File: src/rtl/serial_rim_pkg.sv
// serial_rim_pkg: shared FSM state encoding, default widths and command codes for serial_rim.
package serial_rim_pkg;
  typedef enum logic [2:0] {
    ST_IDLE,
    ST_RX_CMD,
    ST_RX_ADDR,
    ST_RX_DATA,
    ST_REQ,
    ST_WAIT,
    ST_TX
  } state_t;
  localparam int ADDR_W_DEF = 8;
  localparam int DATA_W_DEF = 16;
  localparam logic CMD_RD = 1'b0;
  localparam logic CMD_WR = 1'b1;
endpackage

File: src/rtl/serial_rim_shift.sv
// serial_rim_shift: parameterised MSB-first shift register with parallel load.
// Ports: clk/rst (async active-high clear); load/d parallel load (wins over shift);
//   shift/din shift one place toward the MSB taking din at the LSB; q register contents.
module serial_rim_shift #(
  parameter int W = 8
) (
  input  logic         clk,
  input  logic         rst,
  input  logic         load,
  input  logic [W-1:0] d,
  input  logic         shift,
  input  logic         din,
  output logic [W-1:0] q
);
  always_ff @(posedge clk or posedge rst) begin
    if (rst) q <= '0;
    else if (load) q <= d;
    else if (shift) q <= {q[W-2:0], din};
  end
endmodule

File: src/rtl/serial_rim.sv
// serial_rim: serial command front end that turns sdi frames into register-slave requests
//   and returns read data serially on sdo.
// Ports: clk, rst (async active-high); sdi serial command in, sdo serial response out (both idle high);
//   busy high outside IDLE; req/cmd/addr/data_to_ris request to the slave;
//   rdy/wr_done/rd_data slave response; frame_done end-of-transaction pulse; err sticky timeout flag.
// Build option: define SERIAL_RIM_TIMEOUT_EN to abandon WAIT after TIMEOUT cycles and raise err.
module serial_rim
  import serial_rim_pkg::*;
#(
  parameter int ADDR_W  = ADDR_W_DEF,
  parameter int DATA_W  = DATA_W_DEF,
  parameter int TIMEOUT = 15
) (
  input  logic              clk,
  input  logic              rst,
  input  logic              sdi,
  output logic              sdo,
  output logic              busy,
  output logic              req,
  output logic              cmd,
  output logic [ADDR_W-1:0] addr,
  output logic [DATA_W-1:0] data_to_ris,
  input  logic              rdy,
  input  logic              wr_done,
  input  logic [DATA_W-1:0] rd_data,
  output logic              frame_done,
  output logic              err
);
`ifdef SERIAL_RIM_TIMEOUT_EN
  localparam logic TO_EN = 1'b1;
`else
  localparam logic TO_EN = 1'b0;
`endif
  localparam int TX_W = DATA_W + 2;
  localparam logic [4:0] A_LAST  = 5'(ADDR_W - 1);
  localparam logic [4:0] D_LAST  = 5'(DATA_W - 1);
  localparam logic [4:0] TO_LAST = 5'(TIMEOUT - 1);
  state_t r_state, w_next;
  logic [4:0] r_cnt;
  logic r_cmd, r_rdy_seen, r_frame_done, r_err;
  logic w_capture, w_wr_end, w_timeout, w_tx_last;
  logic [TX_W-1:0] w_tx_q;
  assign w_capture = r_state == ST_WAIT && r_cmd == CMD_RD && rdy && r_rdy_seen;
  assign w_wr_end  = r_state == ST_WAIT && r_cmd == CMD_WR && wr_done;
  assign w_timeout = TO_EN && r_state == ST_WAIT && !w_capture && !w_wr_end && r_cnt == TO_LAST;
  // TX register holds {start, data, sentinel}; the frame's last bit is on sdo once the
  // sentinel has reached the bit just below the MSB with only zeros behind it.
  assign w_tx_last = w_tx_q[TX_W-2:0] == {1'b1, {DATA_W{1'b0}}};
  always_comb begin
    w_next = r_state;
    case (r_state)
      ST_IDLE:    w_next = sdi ? ST_IDLE : ST_RX_CMD;
      ST_RX_CMD:  w_next = ST_RX_ADDR;
      ST_RX_ADDR: w_next = r_cnt != A_LAST ? ST_RX_ADDR : r_cmd == CMD_WR ? ST_RX_DATA : ST_REQ;
      ST_RX_DATA: w_next = r_cnt == D_LAST ? ST_REQ : ST_RX_DATA;
      ST_REQ:     w_next = ST_WAIT;
      ST_WAIT:    w_next = w_capture ? ST_TX : (w_wr_end || w_timeout) ? ST_IDLE : ST_WAIT;
      ST_TX:      w_next = w_tx_last ? ST_IDLE : ST_TX;
      default:    w_next = ST_IDLE;
    endcase
  end
  always_ff @(posedge clk or posedge rst) begin
    if (rst) begin
      r_state      <= ST_IDLE;
      r_cnt        <= '0;
      r_cmd        <= CMD_RD;
      r_rdy_seen   <= 1'b0;
      r_frame_done <= 1'b0;
      r_err        <= 1'b0;
    end else begin
      r_state      <= w_next;
      r_cnt        <= w_next != r_state ? 5'd0 : r_cnt + 5'd1;
      r_cmd        <= r_state == ST_RX_CMD ? sdi : r_cmd;
      // Remembers that the previous WAIT cycle had rdy=1; any rdy=0 cycle drops it.
      r_rdy_seen   <= r_state == ST_WAIT && r_cmd == CMD_RD && rdy && !w_capture;
      r_frame_done <= w_wr_end || (r_state == ST_TX && w_tx_last);
      r_err        <= w_timeout ? 1'b1 : (r_state == ST_IDLE && !sdi) ? 1'b0 : r_err;
    end
  end
  serial_rim_shift #(.W(ADDR_W)) u_addr (
    .clk(clk), .rst(rst), .load(1'b0), .d({ADDR_W{1'b0}}),
    .shift(r_state == ST_RX_ADDR), .din(sdi), .q(addr)
  );
  serial_rim_shift #(.W(DATA_W)) u_data (
    .clk(clk), .rst(rst), .load(1'b0), .d({DATA_W{1'b0}}),
    .shift(r_state == ST_RX_DATA), .din(sdi), .q(data_to_ris)
  );
  serial_rim_shift #(.W(TX_W)) u_tx (
    .clk(clk), .rst(rst), .load(w_capture), .d({1'b0, rd_data, 1'b1}),
    .shift(r_state == ST_TX), .din(1'b0), .q(w_tx_q)
  );
  assign sdo        = r_state == ST_TX ? w_tx_q[TX_W-1] : 1'b1;
  assign busy       = r_state != ST_IDLE;
  assign req        = r_state == ST_REQ;
  assign cmd        = r_cmd;
  assign frame_done = r_frame_done;
  assign err        = TO_EN && r_err;
endmodule

File: config.mk
export PLATFORM = sky130hd
export DESIGN_NAME = serial_rim
export DESIGN_NICKNAME = d
export VERILOG_FILES = /design/src/rtl/serial_rim_pkg.sv /design/src/rtl/serial_rim_shift.sv /design/src/rtl/serial_rim.sv
export SDC_FILE = /design/constraint.sdc
export NUM_CORES = 1
export LEC_CHECK = 0
export BUFFER_PORTS_ARGS = -buffer_cell sky130_fd_sc_hd__buf_2
export CAP_MARGIN = 5
export CORE_MARGIN = 2
export CORE_UTILIZATION = 54
export CTS_CLUSTER_SIZE = 20
export DETAILED_ROUTE_END_ITERATION = 6
export HOLD_SLACK_MARGIN = 0.08
export PLACE_DENSITY = 0.79
export SYNTH_ARGS = -nofsm -noshare
export SYNTH_HDL_FRONTEND = slang
export SYNTH_SLANG_ARGS = --single-unit
export TNS_END_PERCENT = 50
File: constraint.sdc
create_clock -name clk -period 2.2 [get_ports clk]
set_input_delay 0.66 -clock clk [delete_from_list [all_inputs] [get_ports clk]]
set_output_delay 0.66 -clock clk [all_outputs]
set_load 0.03 [all_outputs]
==> metrics.txt <==
status complete, no violations; Nets around 270; Num CTS Buffers 5; Avg Vias per Cell approximately 5.4; post-synthesis instance area about 2400 sq um; skew final between 0.009 and 0.01 ns; # clock sinks 53; worst r2r dst r_cnt[2]; flop2flop setup slack 0.31 ns; Setup TNS Final 0 ns; pwr/cell area approximately 1300 nW/um^2; drt drc 0; Post-Syn Area per Cell roughly 12 sq um; WL/cell 13.82 microns; crit path DAT about 1.4 ns; CP max stage delay ~0.42 ns; die area 5074 sq um; Syn Inst Count about 200; RSZ-0062 raised after global routing false; Ant. Diodes 0; critical path buffer and inverter count 1; DIE HEIGHT between 70 and 80 microns; max_cap viols 0; Warnings, synthesis 0; final setup vio count 0; initial antenna violation count 0; number of setup buffers added after CTS 0; Hold Path Class input pin to async pin; Hold WS between 0.3 and 0.4 ns; pre-CTS setup slack ~0.3 ns; Slew Viols, Final 0; worst r2r src r_cnt[0]; VDD IR max about 0.90 mV; type of origin of the critical path flop; core area around 4400 sq um; PnR worst setup slack approximately 0.11 ns; most frequent cells in the layout 52 x dfrtp_1, 49 x buf_2, 25 x mux2_2; Crit Path Category flop to primary output; Final ANT Viol Nets 0; Layout area overhead 16.20%; net count after synthesis 222; pin count of the biggest net entering global routing 35; Seq cells post-synth 53; CTS clock-pin slew for the worst setup and hold paths around 0.090 ns; Post-synth EDFFs 0; Max Root-Sink Buffers 2; H-tree Lvls 2; sequential area share after synthesis a little over half; Setup crit end kind primary output; via count 1625; Post-DP HPWL slightly above 3 mm; fmax 478.0 MHz; Buffers on Ports roughly 50; worst-path maximum fanout 4; ys flop type dfrtp_1; Starting Density around 56%; CP max stage cell dfrtp_1; Tcrit/Tclk final ~95%; Worst Path Required around 1.5 ns; Async SR Flop Fraction 100.0%; CTS tree yes; first-pass GRT wire length between 7 and 8 mm; most common cell after layout, fill and taps aside dfrtp_1; Die W roughly 71 microns; vias in the first global route around 1600; CP delay by family, top simple AND/OR/NAND/NOR gates; root buffer cell clkbuf_8; GP Congestion 0.8131; DR iter-0 viols 48; Reg2Reg Depth 8; FILL cells between 300 and 400; Site Rows 24; Hold Violations, Final 0; leakage about 1.4 nW; post-synth cell types 44; Overflow after GRT 0; GRT Util Overall between 10% and 20%; share of layout cells above drive strength 1 between 40% and 50%; clock insertion delay at the later pin of the skew report around 0.30 ns; post-layout min period about 2.1 ns; Routed Wire Length roughly 4.2 mm; worst-path cell chain nor2b_4 > nand2_1 > or2_2 > buf_2; IO Count 51; number of detailed-route iterations in the first pass 4
-- kinds of logic (layout without fill, tap and decap cells) --
group | Yosys count | in the layout | synth area share [%]
AOI/OAI and AO/OA | 29 | 29 | 7.740
xor gates and xnor gates | 3 | 3 | 1.384
adders and majority gates | 2 | 2 | 1.025
buffers and inverters | 17 | 69 | 3.742
DFF | 53 | 53 | 54.33
muxes | 41 | 41 | 18.09
other | 1 | 1 | 0.1536
and+or+nand+nor | 53 | 53 | 13.53
-- flip-flops by register name (all words and copies together) (netlist names) --
name and cells:
cmd 1, frame_done 1, r_cnt 5, r_rdy_seen 1, r_state 3, u_addr.q 8, u_data.q 16, u_tx.q 18
-- final cells by class --
class / instances / area (sq um) / area share (%)
sequential: 53 / 1328 / 46.80
inverter: 5 / 18.77 / 0.6617
clock inverter: 3 / 17.52 / 0.6176
tap: 52 / 65.06 / 2.294
multi-input combinational: 129 / 1028 / 36.26
timing repair buffer: 56 / 310.3 / 10.94
clock buffer: 5 / 68.82 / 2.426
-- power by group --
group / internal, mW / switching (mW) / total (mW)
logic: 0.680 / 0.940 / 1.62
registers: 1.27 / 0.216 / 1.49
clock network: 0.220 / 0.309 / 0.529
total: 2.17 / 1.47 / 3.64
-- routing by layer --
metal	vias to the layer above	track usage (%)	share of wire, %
met3	4	5.485	5.3
met5	-	0	0
met4	0	6.289	1.2
li1	799	-	-
met1	778	22.61	46
met2	44	29.94	47
-- cells in the mapped netlist (all sizes together) (2+ instances only) --
| master | count | area share [%] |
|---|---|---|
| nor3b | 2 | 1.0 |
| o21ai | 17 | 3.5 |
| a21o | 2 | 0.61 |
| xnor2 | 2 | 1.0 |
| nor2b | 2 | 0.62 |
| nor2 | 3 | 0.46 |
| dfrtp | 53 | 54 |
| mux2i | 16 | 6.6 |
| nand4b | 2 | 0.72 |
| nand3b | 2 | 1.3 |
| inv | 5 | 0.77 |
| nand3 | 2 | 0.61 |
| nor4 | 3 | 1.4 |
| clkbuf | 3 | 0.46 |
| nand2 | 24 | 3.7 |
| ha | 2 | 1.0 |
| nor3 | 8 | 2.1 |
| buf | 9 | 2.5 |
| mux2 | 25 | 12 |
-- worst max-delay path by stage --
stage / from / end / slack, ns / cells past startpoint
6_report: r_state[0] / sdo / 0.11 / 4
5_1_grt: r_state[0] / sdo / 0.03 / 4
4_1_cts: r_state[2] / sdo / 0.06 / 3
3_5_place_dp: r_cnt[0] / r_cnt[3] / 0.30 / 8
3_3_place_gp: r_cnt[0] / r_cnt[2] / 0.37 / 8
2_1_floorplan: rst / cmd / 0.25 / 1
-- stage by stage --
step | cell area [sq um] | utilization [%] | instances | power (mW)
2_1_floorplan | 2441 | - | 199 | 2.730
3_3_place_gp | 2744 | 63.02 | 295 | 3.095
3_5_place_dp | 2744 | 63.02 | 295 | 3.143
4_1_cts | 2830 | 65.00 | 303 | 3.672
5_1_grt | 2836 | 65.14 | 303 | 3.858
6_report | 2836 | 65.14 | 303 | 3.640
-- what timing repair did --
action	4_1_cts	5_1_grt
hold buffers	0	0
setup endpoints to repair	0	1
resized for setup	0	2
(Power assumes the default switching activity.)
